<file path="config.mk">
export PLATFORM = sky130hd
export DESIGN_NAME = gb_cpu_fetch
export DESIGN_NICKNAME = d
export VERILOG_FILES = /design/src/rtl/gb_cpu_common_pkg.sv /design/src/rtl/gb_cpu_pc_reg.sv /design/src/rtl/gb_cpu_fetch.sv
export SDC_FILE = /design/constraint.sdc
export NUM_CORES = 1
export LEC_CHECK = 0
export ABC_AREA = 1
export CAP_MARGIN = 5
export CORE_AREA = 2 2 73 75
export CTS_BUF_LIST = sky130_fd_sc_hd__clkbuf_2 sky130_fd_sc_hd__clkbuf_4 sky130_fd_sc_hd__clkbuf_8
export CTS_CLUSTER_DIAMETER = 120
export DETAILED_ROUTE_END_ITERATION = 10
export DIE_AREA = 0 0 75 77
export PLACE_DENSITY = 0.76
export SYNTH_ARGS = -nofsm -noshare
export SYNTH_HDL_FRONTEND = slang
export SYNTH_SLANG_ARGS = --single-unit
</file>
<file path="constraint.sdc">
create_clock -name clk -period 1.3 [get_ports clk]
set_clock_uncertainty 0.05 [all_clocks]
set_input_delay 0.26 -clock clk [delete_from_list [all_inputs] [get_ports clk]]
set_output_delay 0.26 -clock clk [all_outputs]
set_load 0.01 [all_outputs]
</file>
<file path="src/rtl/gb_cpu_common_pkg.sv">
// ---------------------------------------------------------------------------
// gb_cpu_common_pkg
// Shared types and constants for the CPU front end (fetch, PC, decoder).
//   fetch_state_t     - states of the opcode fetch engine
//   CB_PREFIX_OPCODE  - the prefix byte that selects the extended opcode table
//   pc_increment()    - 16-bit program counter step, wrapping FFFF -> 0000
// ---------------------------------------------------------------------------
package gb_cpu_common_pkg;

    typedef enum logic [2:0] {
        FETCH_OP,
        WAIT_OP,
        FETCH_CB,
        WAIT_CB,
        HOLD,
        DRAIN
    } fetch_state_t;

    localparam logic [7:0] CB_PREFIX_OPCODE = 8'hCB;

    // The address space is exactly 16 bits, so the carry out is simply lost.
    function automatic logic [15:0] pc_increment(input logic [15:0] cur_pc);
        return cur_pc + 16'd1;
    endfunction

endpackage

</file>
<file path="src/rtl/gb_cpu_pc_reg.sv">
// ---------------------------------------------------------------------------
// gb_cpu_pc_reg
// 16-bit program counter with load, increment and hold.
// Ports:
//   clk       - system clock
//   reset     - synchronous active-high reset, loads RESET_PC
//   load      - take load_val this cycle (wins over inc)
//   load_val  - redirect target
//   inc       - advance by one, wrapping FFFF -> 0000
//   pc        - current program counter
// ---------------------------------------------------------------------------
module gb_cpu_pc_reg
    import gb_cpu_common_pkg::*;
#(
    parameter logic [15:0] RESET_PC = 16'h0000
) (
    input  logic        clk,
    input  logic        reset,
    input  logic        load,
    input  logic [15:0] load_val,
    input  logic        inc,
    output logic [15:0] pc
);

    // A redirect always beats the increment so a jump issued while a byte is
    // being requested lands exactly on its target rather than target+1.
    always_ff @(posedge clk) begin
        if (reset) begin
            pc <= RESET_PC;
        end else if (load) begin
            pc <= load_val;
        end else if (inc) begin
            pc <= pc_increment(pc);
        end
    end

endmodule

</file>
<file path="src/rtl/gb_cpu_fetch.sv">
// ---------------------------------------------------------------------------
// gb_cpu_fetch
// Opcode fetch engine: owns the PC, issues byte reads, folds the 0xCB prefix
// into a single {opcode, cb_prefix} hand-off to the decoder/sequencer.
// Ports:
//   clk, reset            - system clock, synchronous active-high reset
//   mem_req, mem_addr     - one-cycle read request and its byte address
//   mem_valid, mem_rdata  - read data return (at least one cycle later)
//   op_valid, op_ready    - opcode hand-off handshake
//   opcode, cb_prefix     - fetched opcode and its table select
//   pc                    - address of the next byte to fetch
//   pc_load, pc_load_val  - redirect (jump/call/interrupt), flushes the fetch
// Build option GB_CPU_HALT_BUG_EN adds input halt_bug: a pulse makes the next
// opcode fetch leave the PC alone, so the same byte is fetched twice.
// ---------------------------------------------------------------------------
module gb_cpu_fetch
    import gb_cpu_common_pkg::*;
#(
    parameter logic [15:0] RESET_PC = 16'h0000
) (
    input  logic        clk,
    input  logic        reset,
    output logic        mem_req,
    output logic [15:0] mem_addr,
    input  logic        mem_valid,
    input  logic [7:0]  mem_rdata,
    output logic        op_valid,
    input  logic        op_ready,
    output logic [7:0]  opcode,
    output logic        cb_prefix,
    output logic [15:0] pc,
    input  logic        pc_load,
`ifdef GB_CPU_HALT_BUG_EN
    input  logic        halt_bug,
`endif
    input  logic [15:0] pc_load_val
);

    fetch_state_t state, state_d;
    logic         op_valid_d;
    logic [7:0]   opcode_d;
    logic         cb_prefix_d;
    logic         drop, drop_d;
    logic         pc_inc;
    logic         halt_hold;
    logic         fetching;

    gb_cpu_pc_reg #(
        .RESET_PC (RESET_PC)
    ) u_pc_reg (
        .clk      (clk),
        .reset    (reset),
        .load     (pc_load),
        .load_val (pc_load_val),
        .inc      (pc_inc),
        .pc       (pc)
    );

    // The request is a direct decode of the fetch states, so a byte can be
    // requested in the very cycle the engine arrives there; this is what keeps
    // the CB second byte to two extra cycles. Held low while in reset.
    assign fetching = (state == FETCH_OP) || (state == FETCH_CB);
    assign mem_req  = fetching && !reset;
    assign mem_addr = mem_req ? pc : 16'h0000;

`ifdef GB_CPU_HALT_BUG_EN
    logic halt_armed;

    // Armed by the halt bug pulse and consumed by the next opcode fetch. A
    // redirect cancels it because the repeated byte would no longer be the
    // one after the HALT.
    always_ff @(posedge clk) begin
        if (reset) begin
            halt_armed <= 1'b0;
        end else if (pc_load) begin
            halt_armed <= 1'b0;
        end else if (halt_bug) begin
            halt_armed <= 1'b1;
        end else if (state == FETCH_OP) begin
            halt_armed <= 1'b0;
        end
    end

    assign halt_hold = halt_armed;
`else
    assign halt_hold = 1'b0;
`endif

    // Next-state and output-register logic. The normal walk is
    // FETCH_OP -> WAIT_OP -> (FETCH_CB -> WAIT_CB) -> HOLD -> FETCH_OP.
    // A redirect overrides everything afterwards: if a read is still in
    // flight we must swallow its answer in DRAIN, otherwise we restart
    // fetching at the new PC straight away. Note the FETCH_* states count as
    // "in flight" because their request goes out in the same cycle.
    always_comb begin
        state_d     = state;
        op_valid_d  = op_valid;
        opcode_d    = opcode;
        cb_prefix_d = cb_prefix;
        drop_d      = drop;
        pc_inc      = 1'b0;

        case (state)
            FETCH_OP: begin
                pc_inc  = !halt_hold;
                state_d = WAIT_OP;
            end
            WAIT_OP: begin
                if (mem_valid) begin
                    if (mem_rdata == CB_PREFIX_OPCODE) begin
                        state_d = FETCH_CB;
                    end else begin
                        opcode_d    = mem_rdata;
                        cb_prefix_d = 1'b0;
                        op_valid_d  = 1'b1;
                        state_d     = HOLD;
                    end
                end
            end
            FETCH_CB: begin
                pc_inc  = 1'b1;
                state_d = WAIT_CB;
            end
            WAIT_CB: begin
                if (mem_valid) begin
                    opcode_d    = mem_rdata;
                    cb_prefix_d = 1'b1;
                    op_valid_d  = 1'b1;
                    state_d     = HOLD;
                end
            end
            HOLD: begin
                if (op_valid && op_ready) begin
                    op_valid_d = 1'b0;
                    state_d    = FETCH_OP;
                end
            end
            DRAIN: begin
                if (drop && mem_valid) begin
                    drop_d  = 1'b0;
                    state_d = FETCH_OP;
                end
            end
            default: begin
                state_d = FETCH_OP;
            end
        endcase

        if (pc_load) begin
            op_valid_d  = 1'b0;
            cb_prefix_d = 1'b0;
            opcode_d    = opcode;
            pc_inc      = 1'b0;
            if (fetching ||
                (((state == WAIT_OP) || (state == WAIT_CB) || (state == DRAIN)) && !mem_valid)) begin
                drop_d  = 1'b1;
                state_d = DRAIN;
            end else begin
                drop_d  = 1'b0;
                state_d = FETCH_OP;
            end
        end
    end

    // State and the decoder-facing registers all update together.
    always_ff @(posedge clk) begin
        if (reset) begin
            state     <= FETCH_OP;
            op_valid  <= 1'b0;
            opcode    <= 8'h00;
            cb_prefix <= 1'b0;
            drop      <= 1'b0;
        end else begin
            state     <= state_d;
            op_valid  <= op_valid_d;
            opcode    <= opcode_d;
            cb_prefix <= cb_prefix_d;
            drop      <= drop_d;
        end
    end

endmodule
</file>
==> impl_metrics.csv <==
group,metric,value,unit
run_status,status,"finished with violations",
run_status,violations,"setup timing",
route,remaining_drc_errors,0,
route,routedWlPerCell,14.32,um
finish,area_growth,88.88,%
clock_tree,clock-sinks,30,
timing,maxClockFrequency,0.6241,GHz
floorplanning,ios,72,
flow_run,maxCapViolations,0,
route,first_iter_violations,143,
yosys,synth_top_area_share,29.83,%
grt,overflow,0,
route,drtAntennaViolNets,0,
grt,antenna_found_initial,0,
timing,setup_violations,36,
min_path,holdCritStartpoint,"mem_rdata[1]",
worst_setup_path,crit_start,"state[2]$_SDFFE_PP0P_",
clock_tree,numCtsBuffers,5,
timing,worst_pin_slew,0.2338,ns
power_and_ir_drop,peakVddDrop,0.4550,mV
yosys,synth_area,0.002013,mm2
clock_tree,clkSlewWorstSetupHoldPaths,0.07,ns
placement,io_buffer_count,71,
clock_tree,clk_latency,0.28,ns
worst_setup_path,arrival,1.29,ns
grt,grt_pass1_vias,2668,
yosys,synthMuxAreaShare,0,%
floorplanning,die_w,75,um
yosys,synth_compound_area_share,12.06,%
placement,routabilityCongestion,0.9309,
grt,grt_max_degree,17,
floorplanning,die_area,0.005775,mm2
timing,slew_headroom,84.25,%
yosys,yosysWarnings,0,
worst_setup_path,crit_required,0.99,ns
finish,fin_util,76.40,%
timing,hold_viol_final,0,
yosys,synth.area.top_cells,"dfxtp_1 (30%), nand2_1 (13%), inv_1 (12%), nor2_1 (8.8%), nand3_1 (5.5%)",
yosys,synth_top_family_by_area,"simple AND/OR/NAND/NOR gates",
clock_tree,clockBufferDepth,2,
yosys,yosys_register_bits,30,
finish,layout_common_cells,"buf_4 (70), nand2_1 (62), inv_1 (57), nor2_4 (27), buf_6 (24)",
finish,drive_gt1_share,42.53,%
yosys,synth.distinct_cells,29,
yosys,netlist_instances,327,
timing,finalCritPeriodShare,123.2,%
worst_setup_path,crit_path_start_kind,"flop",
min_path,hold_class,"input port to flop",
timing,tns,-6.227,ns
worst_setup_path,cp_max_fo,7,
placement,post-dp-hpwl,5.022,mm
worst_setup_path,timing.rr.start,"state[2]$_SDFFE_PP0P_",
power_and_ir_drop,power_density,813.4,mW/mm2
floorplanning,placementRows,26,
yosys,synth_top_area_cell,"dfxtp_1",
timing,finalMaxSlewViolations,0,
timing,layout_min_cycle_time,1.602,ns
yosys,synth-xor-area-share,1.305,%
yosys,synth_fa_ha_area_share,0.6215,%
route,viasPerCell,4.965,
finish,nNetsFinal,505,
yosys,syn_avg_cell_area,6.157,um2
power_and_ir_drop,p_leak,1.833,nW
floorplanning,die_y,77,um
route,via_count,2706,
finish,nFillCells,366,
route,wl,7.806,mm
worst_setup_path,criticalPathCategory,"flop to output pin",
floorplanning,start_util,40.45,%
yosys,synth_seq_area_share,29.83,%
finish,diodes,0,
clock_tree,cts_tree,"yes",
timing,grt_setup_unrepaired,"true",
grt,grtUsageTotal,26.10,%
route,dr.pass1.iters,5,
finish,final_common_cell,"buf_4",
yosys,yosys.area_share.simple,39.28,%
clock_tree,cts_root_buffer,"clkbuf_8",
timing,fin_ws,-0.3022,ns
worst_setup_path,crit_path_end_kind,"output pin",
yosys,synth_nets,357,
grt,grt_pass1_wl,11.80,mm
floorplanning,core,0.004977,mm2
clock_tree,htreeDepth,2,
==> through the flow <==
step	hold slack [ns]	power, mW	setup WS (ns)	cells	area, um2
after floorplan	0.3658	1.582	0.002309	327	2122
after global placement	0.4252	2.111	-0.6835	524	3354
after detailed placement	0.4302	2.134	-0.7455	524	3354
after CTS	0.4255	2.972	-0.2906	539	3630
after global routing	0.4015	3.221	-0.3532	545	3802
final	0.3214	3.093	-0.3022	545	3802
==> layer usage <==
metal  GRT usage [%]  wire [um]  vias to the layer above  part of all wire (%)
met5               0          0                        -                     0
met4           9.464        287                        0                   3.7
met3           6.439        525                       29                   6.7
met2           45.09       3939                      136                    50
met1           30.31       3054                     1219                    39
li1                -          -                     1322                     -
==> synthesized netlist by cell type <==
master and number:
nand2_1 72, inv_1 62, nor2_1 47, dfxtp_1 30, nand3_1 22, o21ai_0 18, a21oi_1 16, nand4_1 12
buf_6 5, nor2_2 5, nand2_2 4, nand3_2 4, a31oi_1 3, buf_4 3, clkbuf_1 3, inv_2 3
nor2_4 3, xor2_1 3, o21ai_1 2, a21oi_2 1, a41oi_1 1, ha_1 1, inv_4 1, nor2b_4 1
nor3_1 1, nor3_2 1, o21ai_2 1, o221ai_1 1, o311ai_0 1
==> area by class of cell <==
cell class	instances	area, um2	share of cell area, %
multi-input cells	220	1398	36.76
well taps	70	87.58	2.303
inverters	66	266.5	7.009
clock buffers	7	83.83	2.205
flip-flops and latches	30	625.6	16.45
repair buffers	152	1341	35.27
==> power breakdown <==
group          switching [mW]  total [mW]  internal, mW
combinational           0.652        1.26         0.607
sequential             0.0627        1.06         0.997
clock                   0.364       0.774         0.410
==> sequential cells by signal, summed over array words and instances (netlist names) <==
signal / flops
state: 3
u_pc_reg.pc: 16
op_valid: 1
opcode: 8
drop: 1
cb_prefix: 1
==> critical path, cell delays in order (launching register included) <==
cell	delay [ns]
dfxtp_2	0.34
inv_4	0.06
nand2_4	0.06
nor2_4	0.13
inv_4	0.07
buf_16	0.15
nor2_4	0.09
buf_6	0.11
==> worst paths after layout <==
| path | to | slack (ns) | cells past startpoint |
|---|---|---|---|
| worst max-delay path | mem_addr[2] | -0.30 | 7 |
| worst min-delay path | opcode[1]$_SDFFE_PP0P_ | 0.32 | 5 |
| worst max register to register | u_pc_reg.pc[3]$_SDFFE_PP0P_ | -0.14 | 9 |
| worst min register to register | opcode[5]$_SDFFE_PP0P_ | 0.46 | 4 |
==> cell families after synthesis <==
group,count (synthesis)
and+or+nand+nor,172
buffers and inverters,77
xor gates and xnor gates,3
DFF,30
adders and majority gates,1
AOI/OAI and AO/OA,44
==> repair_timing <==
action	4_1_cts	5_1_grt
pin swaps	12	22
setup buffers	8	8
gates cloned	1	0
resized for setup	180	63
endpoints found under the setup margin	72	57
hold buffers	0	0
No activity file was read; power rests on OpenSTA's default activity.
